==> src/rtl/cl_rx_word_align.sv <==
// -----------------------------------------------------------------------------
// cl_rx_word_align
//
// CameraLink receive word aligner. Sits behind the 1:7 input deserializers and
// runs on the divided word clock. The forwarded-clock lane carries a fixed
// 7-bit pattern. The block searches the seven possible bit rotations of that
// lane for the pattern, and verifies the match over LOCK_CNT consecutive
// words. It then applies the same rotation to all four data lanes and reports
// lock. UNLOCK_CNT consecutive clock-lane mismatches while locked drop lock
// and restart the search at the next rotation.
//
// Ports
//   CLKIN         divided word clock, all logic on the rising edge
//   RST           synchronous active-high reset
//   IN_VALID      raw words valid this cycle (no state changes when low)
//   IN_CLK_WORD   raw clock-lane word, bit 6 received first
//   IN_DATA_WORD  raw data lanes, lane n in [7n+6:7n], bit 6 received first
//   OUT_VALID     aligned word valid (only for words taken while locked)
//   OUT_DATA      aligned data lanes, same packing as IN_DATA_WORD
//   OUT_OFFSET    current rotation offset 0..6
//   LOCKED        alignment locked
//   LOCK_LOST     one-cycle pulse when LOCKED falls (not on reset)
// -----------------------------------------------------------------------------
module cl_rx_word_align #(
   parameter logic [6:0] CLK_PATTERN = 7'b1100011,
   parameter int         LOCK_CNT    = 16,
   parameter int         UNLOCK_CNT  = 4
) (
   input  logic        CLKIN,
   input  logic        RST,
   input  logic        IN_VALID,
   input  logic [6:0]  IN_CLK_WORD,
   input  logic [27:0] IN_DATA_WORD,
   output logic        OUT_VALID,
   output logic [27:0] OUT_DATA,
   output logic [2:0]  OUT_OFFSET,
   output logic        LOCKED,
   output logic        LOCK_LOST
);

   localparam logic [7:0] LOCK_CNT_W   = 8'(LOCK_CNT);
   localparam logic [7:0] UNLOCK_CNT_W = 8'(UNLOCK_CNT);

   // Out-of-range counts cannot be represented by the 8-bit counters.
   generate
      if ((LOCK_CNT < 1) || (LOCK_CNT > 255)) begin : g_lock_cnt_bad
         $error("cl_rx_word_align: LOCK_CNT must be in 1..255");
      end
      if ((UNLOCK_CNT < 1) || (UNLOCK_CNT > 255)) begin : g_unlock_cnt_bad
         $error("cl_rx_word_align: UNLOCK_CNT must be in 1..255");
      end
   endgenerate

   typedef enum logic [1:0] {
      ST_SEARCH = 2'd0,
      ST_VERIFY = 2'd1,
      ST_LOCKED = 2'd2
   } state_t;

   state_t      state_reg, state_next;
   logic [2:0]  offset_reg, offset_next;
   logic [7:0]  good_cnt_reg, good_cnt_next;
   logic [7:0]  bad_cnt_reg, bad_cnt_next;
   logic [6:0]  prev_clk_reg;
   logic [27:0] prev_data_reg;
   logic        out_valid_reg, out_valid_next;
   logic [27:0] out_data_reg;
   logic        lock_lost_reg, lock_lost_next;

   logic [6:0]  clk_sel;
   logic [27:0] data_sel;
   logic        match;
   logic [2:0]  offset_inc;
   logic [7:0]  good_inc;
   logic [7:0]  bad_inc;

   // Offset k picks win[13-k:7-k] of {prev, cur}. Shifting the window left
   // by k moves that slice to the top 7 bits.
   function automatic logic [6:0] sel_word(input logic [6:0] prev,
                                           input logic [6:0] cur,
                                           input logic [2:0] k);
      logic [13:0] win;
      win = {prev, cur} << k;
      return win[13:7];
   endfunction

   assign clk_sel = sel_word(prev_clk_reg, IN_CLK_WORD, offset_reg);

   generate
      for (genvar gi = 0; gi < 4; gi++) begin : g_lane
         assign data_sel[7*gi +: 7] = sel_word(prev_data_reg[7*gi +: 7],
                                               IN_DATA_WORD[7*gi +: 7],
                                               offset_reg);
      end
   endgenerate

   assign match      = (clk_sel == CLK_PATTERN);
   assign offset_inc = (offset_reg == 3'd6) ? 3'd0 : offset_reg + 3'd1;
   assign good_inc   = (good_cnt_reg == 8'hFF) ? 8'hFF : good_cnt_reg + 8'd1;
   assign bad_inc    = (bad_cnt_reg == 8'hFF) ? 8'hFF : bad_cnt_reg + 8'd1;

   // State register and datapath registers
   always_ff @(posedge CLKIN) begin
      if (RST) begin
         state_reg     <= ST_SEARCH;
         offset_reg    <= 3'd0;
         good_cnt_reg  <= 8'd0;
         bad_cnt_reg   <= 8'd0;
         prev_clk_reg  <= 7'd0;
         prev_data_reg <= 28'd0;
         out_valid_reg <= 1'b0;
         out_data_reg  <= 28'd0;
         lock_lost_reg <= 1'b0;
      end else begin
         state_reg     <= state_next;
         offset_reg    <= offset_next;
         good_cnt_reg  <= good_cnt_next;
         bad_cnt_reg   <= bad_cnt_next;
         out_valid_reg <= out_valid_next;
         lock_lost_reg <= lock_lost_next;
         if (IN_VALID) begin
            prev_clk_reg  <= IN_CLK_WORD;
            prev_data_reg <= IN_DATA_WORD;
            out_data_reg  <= data_sel;
         end
      end
   end

   // Next-state logic; everything holds on cycles without valid words.
   always_comb begin
      state_next    = state_reg;
      offset_next   = offset_reg;
      good_cnt_next = good_cnt_reg;
      bad_cnt_next  = bad_cnt_reg;
      if (IN_VALID) begin
         case (state_reg)
            ST_SEARCH: begin
               if (match) begin
                  good_cnt_next = 8'd1;
                  if (LOCK_CNT_W == 8'd1) begin
                     state_next   = ST_LOCKED;
                     bad_cnt_next = 8'd0;
                  end else begin
                     state_next = ST_VERIFY;
                  end
               end else begin
                  offset_next = offset_inc;
               end
            end
            ST_VERIFY: begin
               if (match) begin
                  good_cnt_next = good_inc;
                  if (good_inc >= LOCK_CNT_W) begin
                     state_next   = ST_LOCKED;
                     bad_cnt_next = 8'd0;
                  end
               end else begin
                  state_next    = ST_SEARCH;
                  offset_next   = offset_inc;
                  good_cnt_next = 8'd0;
               end
            end
            ST_LOCKED: begin
               if (match) begin
                  bad_cnt_next = 8'd0;
               end else begin
                  bad_cnt_next = bad_inc;
                  if (bad_inc >= UNLOCK_CNT_W) begin
                     state_next    = ST_SEARCH;
                     offset_next   = offset_inc;
                     bad_cnt_next  = 8'd0;
                     good_cnt_next = 8'd0;
                  end
               end
            end
            default: begin
               state_next    = ST_SEARCH;
               offset_next   = 3'd0;
               good_cnt_next = 8'd0;
               bad_cnt_next  = 8'd0;
            end
         endcase
      end
   end

   // Output decode. The validity of a word depends on the state at the start
   // of its cycle, so the lock-completing word is suppressed and the word
   // that breaks lock is still delivered.
   always_comb begin
      out_valid_next = IN_VALID && (state_reg == ST_LOCKED);
      lock_lost_next = IN_VALID && (state_reg == ST_LOCKED) &&
                       (state_next == ST_SEARCH);
   end

   assign OUT_VALID  = out_valid_reg;
   assign OUT_DATA   = out_data_reg;
   assign OUT_OFFSET = offset_reg;
   assign LOCKED     = (state_reg == ST_LOCKED);
   assign LOCK_LOST  = lock_lost_reg;

endmodule
==> config.mk <==
export PLATFORM = sky130hd
export DESIGN_NAME = cl_rx_word_align
export DESIGN_NICKNAME = d
export VERILOG_FILES = /design/src/rtl/cl_rx_word_align.sv
export SDC_FILE = /design/constraint.sdc
export NUM_CORES = 1
export LEC_CHECK = 0
export ABC_AREA = 1
export BUFFER_PORTS_ARGS = -buffer_cell sky130_fd_sc_hd__buf_2
export CORE_MARGIN = 2
export CORE_UTILIZATION = 39
export DETAILED_ROUTE_END_ITERATION = 10
export PLACE_DENSITY = 0.57
export RECOVER_POWER = 25
export SYNTH_ARGS = -nofsm -noshare
export SYNTH_HDL_FRONTEND = slang
export SYNTH_SLANG_ARGS = --single-unit
==> constraint.sdc <==
create_clock -name CLKIN -period 2.6 [get_ports CLKIN]
set_clock_uncertainty 0.05 [all_clocks]
set_input_delay 0 -clock CLKIN [delete_from_list [all_inputs] [get_ports CLKIN]]
set_output_delay 0 -clock CLKIN [all_outputs]
set_load 0.05 [all_outputs]
==> results.py <==
metrics = {
    "synth": {
        "synth-edff-count": 0,
        "syn_avg_cell_area_sq_um": 6.28,
        "yosys_warnings": 0,
        "yosysSeqAreaShare_pct": 34.2,
        "yosysTopAreaCellShare_pct": 34.2,
        "yosys_most_used_dff": "dfxtp_1",
        "yosysTopAreaCell": "dfxtp_1",
        "yosys-top-cells-area": "dfxtp_1 (34%), nand2_1 (16%), o21ai_0 (9.5%), a21oi_1 (6.5%), nor2_1 (5.9%)",
        "synth_cells": 802,
        "synth_area_sq_um": 5040,
        "async_flop_share_pct": 0,
        "synth_nets": 842,
        "ys_ff_latch": 86,
        "synthDistinctLibCells": 33,
    },
    "clock_tree": {
        "cts_tree": "yes",
        "clock_path_buffers": 2,
        "cts_root_buffer": "clkbuf_16",
        "clock_sinks": 86,
        "clkSlewWorstSetupHoldPaths_ns": 0.06,
        "clock_latency_ns": 0.35,
        "postCtsSetupBuffers": 0,
        "cts_made_buffers": 9,
        "htree_num_levels": 3,
    },
    "global_route": {
        "grt_max_degree": 65,
        "grt_usage_pct": 22.3,
        "grt_pass1_wl_mm": 25.1,
        "overflow": 0,
        "antenna_found_initial": 0,
        "grt_pass1_vias": 5084,
    },
    "timing": {
        "worst_pin_slew_ns": 0.630,
        "worst_slack_ns": 0.283,
        "fin_setup_tns_ns": 0,
        "min_period_ns": 2.32,
        "finalHoldViolCount": 0,
        "min_period_over_period_pct": 89.1,
        "rsz0062_at_grt": "false",
        "finalMaxSlewViolations": 0,
        "setup_viol": 0,
        "slew_headroom_pct": 58.2,
        "fmax_ghz": 0.432,
        "whs_ns": 0.113,
    },
    "setup_path": {
        "critPathMaxFanout": 22,
        "cpMaxStageDelayCell": "dfxtp_2",
        "path_buf_inv": 2,
        "crit_family": "simple AND/OR/NAND/NOR gates",
        "worstPathCellList": "inv_4, nand2_1, nand3_1, nand2_1, nand2_1, nand2_2, nand2_4, nor2_8, nand2_4, nand2_2, nand2_2, nor2_4, inv_1, nor2_1, nor2_1",
        "critPathCaptureType": "flip-flop",
        "cp_slowest_stage_delay_ns": 0.59,
        "setup.worst_path.class": "reg -> reg",
        "critical_path_arrival_ns": 2.50,
        "cp-start-kind": "flip-flop",
        "timing.rr.start": "OUT_OFFSET[0]",
        "cp-startpoint": "OUT_OFFSET[0]",
        "worstPathRequired_ns": 2.79,
    },
    "placement": {
        "hpwl_mm": 10.4,
        "dp_slack_ns": 0.330,
        "io_buffers": 71,
        "gp_congestion": 0.883,
    },
    "pwr": {
        "p_clk_share_pct": 34.8,
        "combPwrFrac_pct": 24.2,
        "power_density_nw_per_um2": 586,
        "swShare_pct": 33.6,
        "switching_power_w": 0.00121,
        "internal_power_w": 0.00238,
        "finalPower_w": 0.00358,
        "seqPwrFrac_pct": 41.0,
        "ir_worst_vdd_mv": 0.384,
        "total_leakage_power_nw": 2.81,
    },
    "job": {
        "max-cap-violations": 0,
    },
    "final_layout": {
        "drive_above_1_share_pct": 10.2,
        "final_util_pct": 48.5,
        "fill_cells": 1344,
        "syn2layout_area_growth_pct": 21.4,
        "diodes": 0,
        "final_nets": 921,
    },
    "routing": {
        "wire_per_inst_um": 14.3,
        "routed_wl_mm": 15.1,
        "dr.first_iter.drc_count": 454,
        "drtAntennaViolNets": 0,
        "drc": 0,
        "wl_met3_um": 875,
        "drt-met1-wl_mm": 6.55,
        "via_count": 5413,
        "dr.max_layer_used": "met4",
        "wl_met2_mm": 7.40,
        "vias_per_cell": 5.12,
        "dr.pass1.iters": 7,
    },
    "floorplan": {
        "die_w_um": 118,
        "die-area_sq_um": 13800,
        "start_util_pct": 39.9,
        "row_count": 41,
        "fp.coreArea_sq_um": 12600,
        "ios": 72,
        "die_h_um": 118,
    },
    "status": {
        "outcome": "finished, final reports clean",
    },
    "hold_path": {
        "hold_path.class": "in -> reg",
        "min-delay-start": "IN_VALID",
    },
}
worst register-to-register path, cell delays in order (launching register included):
cell     delay (ns)
dfxtp_2        0.59
inv_4          0.19
nand2_1        0.13
nand3_1        0.08
nand2_1        0.09
nand2_1        0.07
nand2_2        0.08
nand2_4        0.07
nor2_8         0.15
nand2_4        0.08
nand2_2        0.06
nand2_2        0.07
nor2_4         0.25
inv_1          0.10
nor2_1         0.11
nor2_1         0.05
what timing repair did:
| action | 4_1_cts | 5_1_grt |
|---|---|---|
| hold buffers | 36 | 0 |
| resized for setup | 0 | 0 |
| endpoints found under the hold margin | 41 | 0 |
layer usage:
| metal | up-vias | global-route usage [%] |
|---|---|---|
| met5 | - | 0 |
| met1 | 2441 | 27.0 |
| met4 | 0 | 6.93 |
| met2 | 166 | 39.4 |
| li1 | 2784 | - |
| met3 | 22 | 4.94 |
path summary, 6_finish.rpt:
path | to | slack (ns) | depth (start not counted)
min | state_reg[0] | 0.11 | 4
min reg2reg | bad_cnt_reg[6] | 0.39 | 2
max reg2reg | good_cnt_reg[0] | 0.28 | 15
max | good_cnt_reg[0] | 0.28 | 15
cell families (layout without fill, tap and decap cells):
family	after synthesis	count (layout)	share of synthesized area (%)
AND/OR/NAND/NOR	378	378	31.3
AO/OA/AOI/OAI	197	197	21.4
buffers and inverters	128	212	10.4
flip-flops	86	86	34.2
multiplexers	11	11	2.19
adder cells (fa/ha/maj)	2	2	0.497
placed cells by master, fill, tap and decap left out, types with 8 or more instances in the layout:
master and instances:
o211ai_1 15, inv_1 70, a31oi_1 8, clkbuf_16 9, nand2_1 218, o221ai_1 8
a21oi_1 65, o21ai_0 96, mux2i_1 11, dlygate4sd3_1 36, nand3_1 59, dfxtp_1 85
nor2_1 79, buf_4 9, clkbuf_1 31, buf_2 41
per-stage QoR:
step / instance area (sq um) / instances
floorplan: 5040 / 802
global placement: 5510 / 1006
detailed placement: 5510 / 1006
CTS: 6150 / 1058
global route: 6110 / 1058
finish: 6110 / 1058
cell usage after synthesis, types with 2 or more instances:
| master | number |
|---|---|
| buf_1 | 12 |
| nor2_2 | 3 |
| o21bai_1 | 2 |
| a31oi_1 | 8 |
| buf_4 | 2 |
| nand4_1 | 3 |
| nand2_2 | 4 |
| o21ai_0 | 96 |
| dfxtp_1 | 86 |
| buf_6 | 3 |
| nor3_1 | 5 |
| inv_1 | 70 |
| nand2_1 | 218 |
| nor2_1 | 79 |
| inv_2 | 5 |
| mux2i_1 | 11 |
| nand2_4 | 3 |
| ha_1 | 2 |
| buf_2 | 8 |
| nand3_1 | 59 |
| a21oi_1 | 65 |
| o221ai_1 | 8 |
| clkbuf_1 | 26 |
| o211ai_1 | 15 |
power groups by stage:
| stage | Combinational, W | Clock (W) | Sequential (W) |
|---|---|---|---|
| 2_1_floorplan | 0.000481 | 0 | 0.00162 |
| 3_3_place_gp | 0.000829 | 0 | 0.00149 |
| 3_5_place_dp | 0.000833 | 0 | 0.00150 |
| 4_1_cts | 0.000878 | 0.00128 | 0.00147 |
| 5_1_grt | 0.000959 | 0.00133 | 0.00148 |
| 6_report | 0.000868 | 0.00125 | 0.00147 |
final cells by class:
cell class	instances	area, sq um	share of cell area (%)
sequential	86	1720	28.2
clock buffer	12	256	4.19
timing repair buffer	119	806	13.2
tap	172	215	3.52
inverter	77	292	4.77
clock inverter	4	30.0	0.491
multi-input combinational	588	2790	45.7
(Power assumes the default switching activity.)
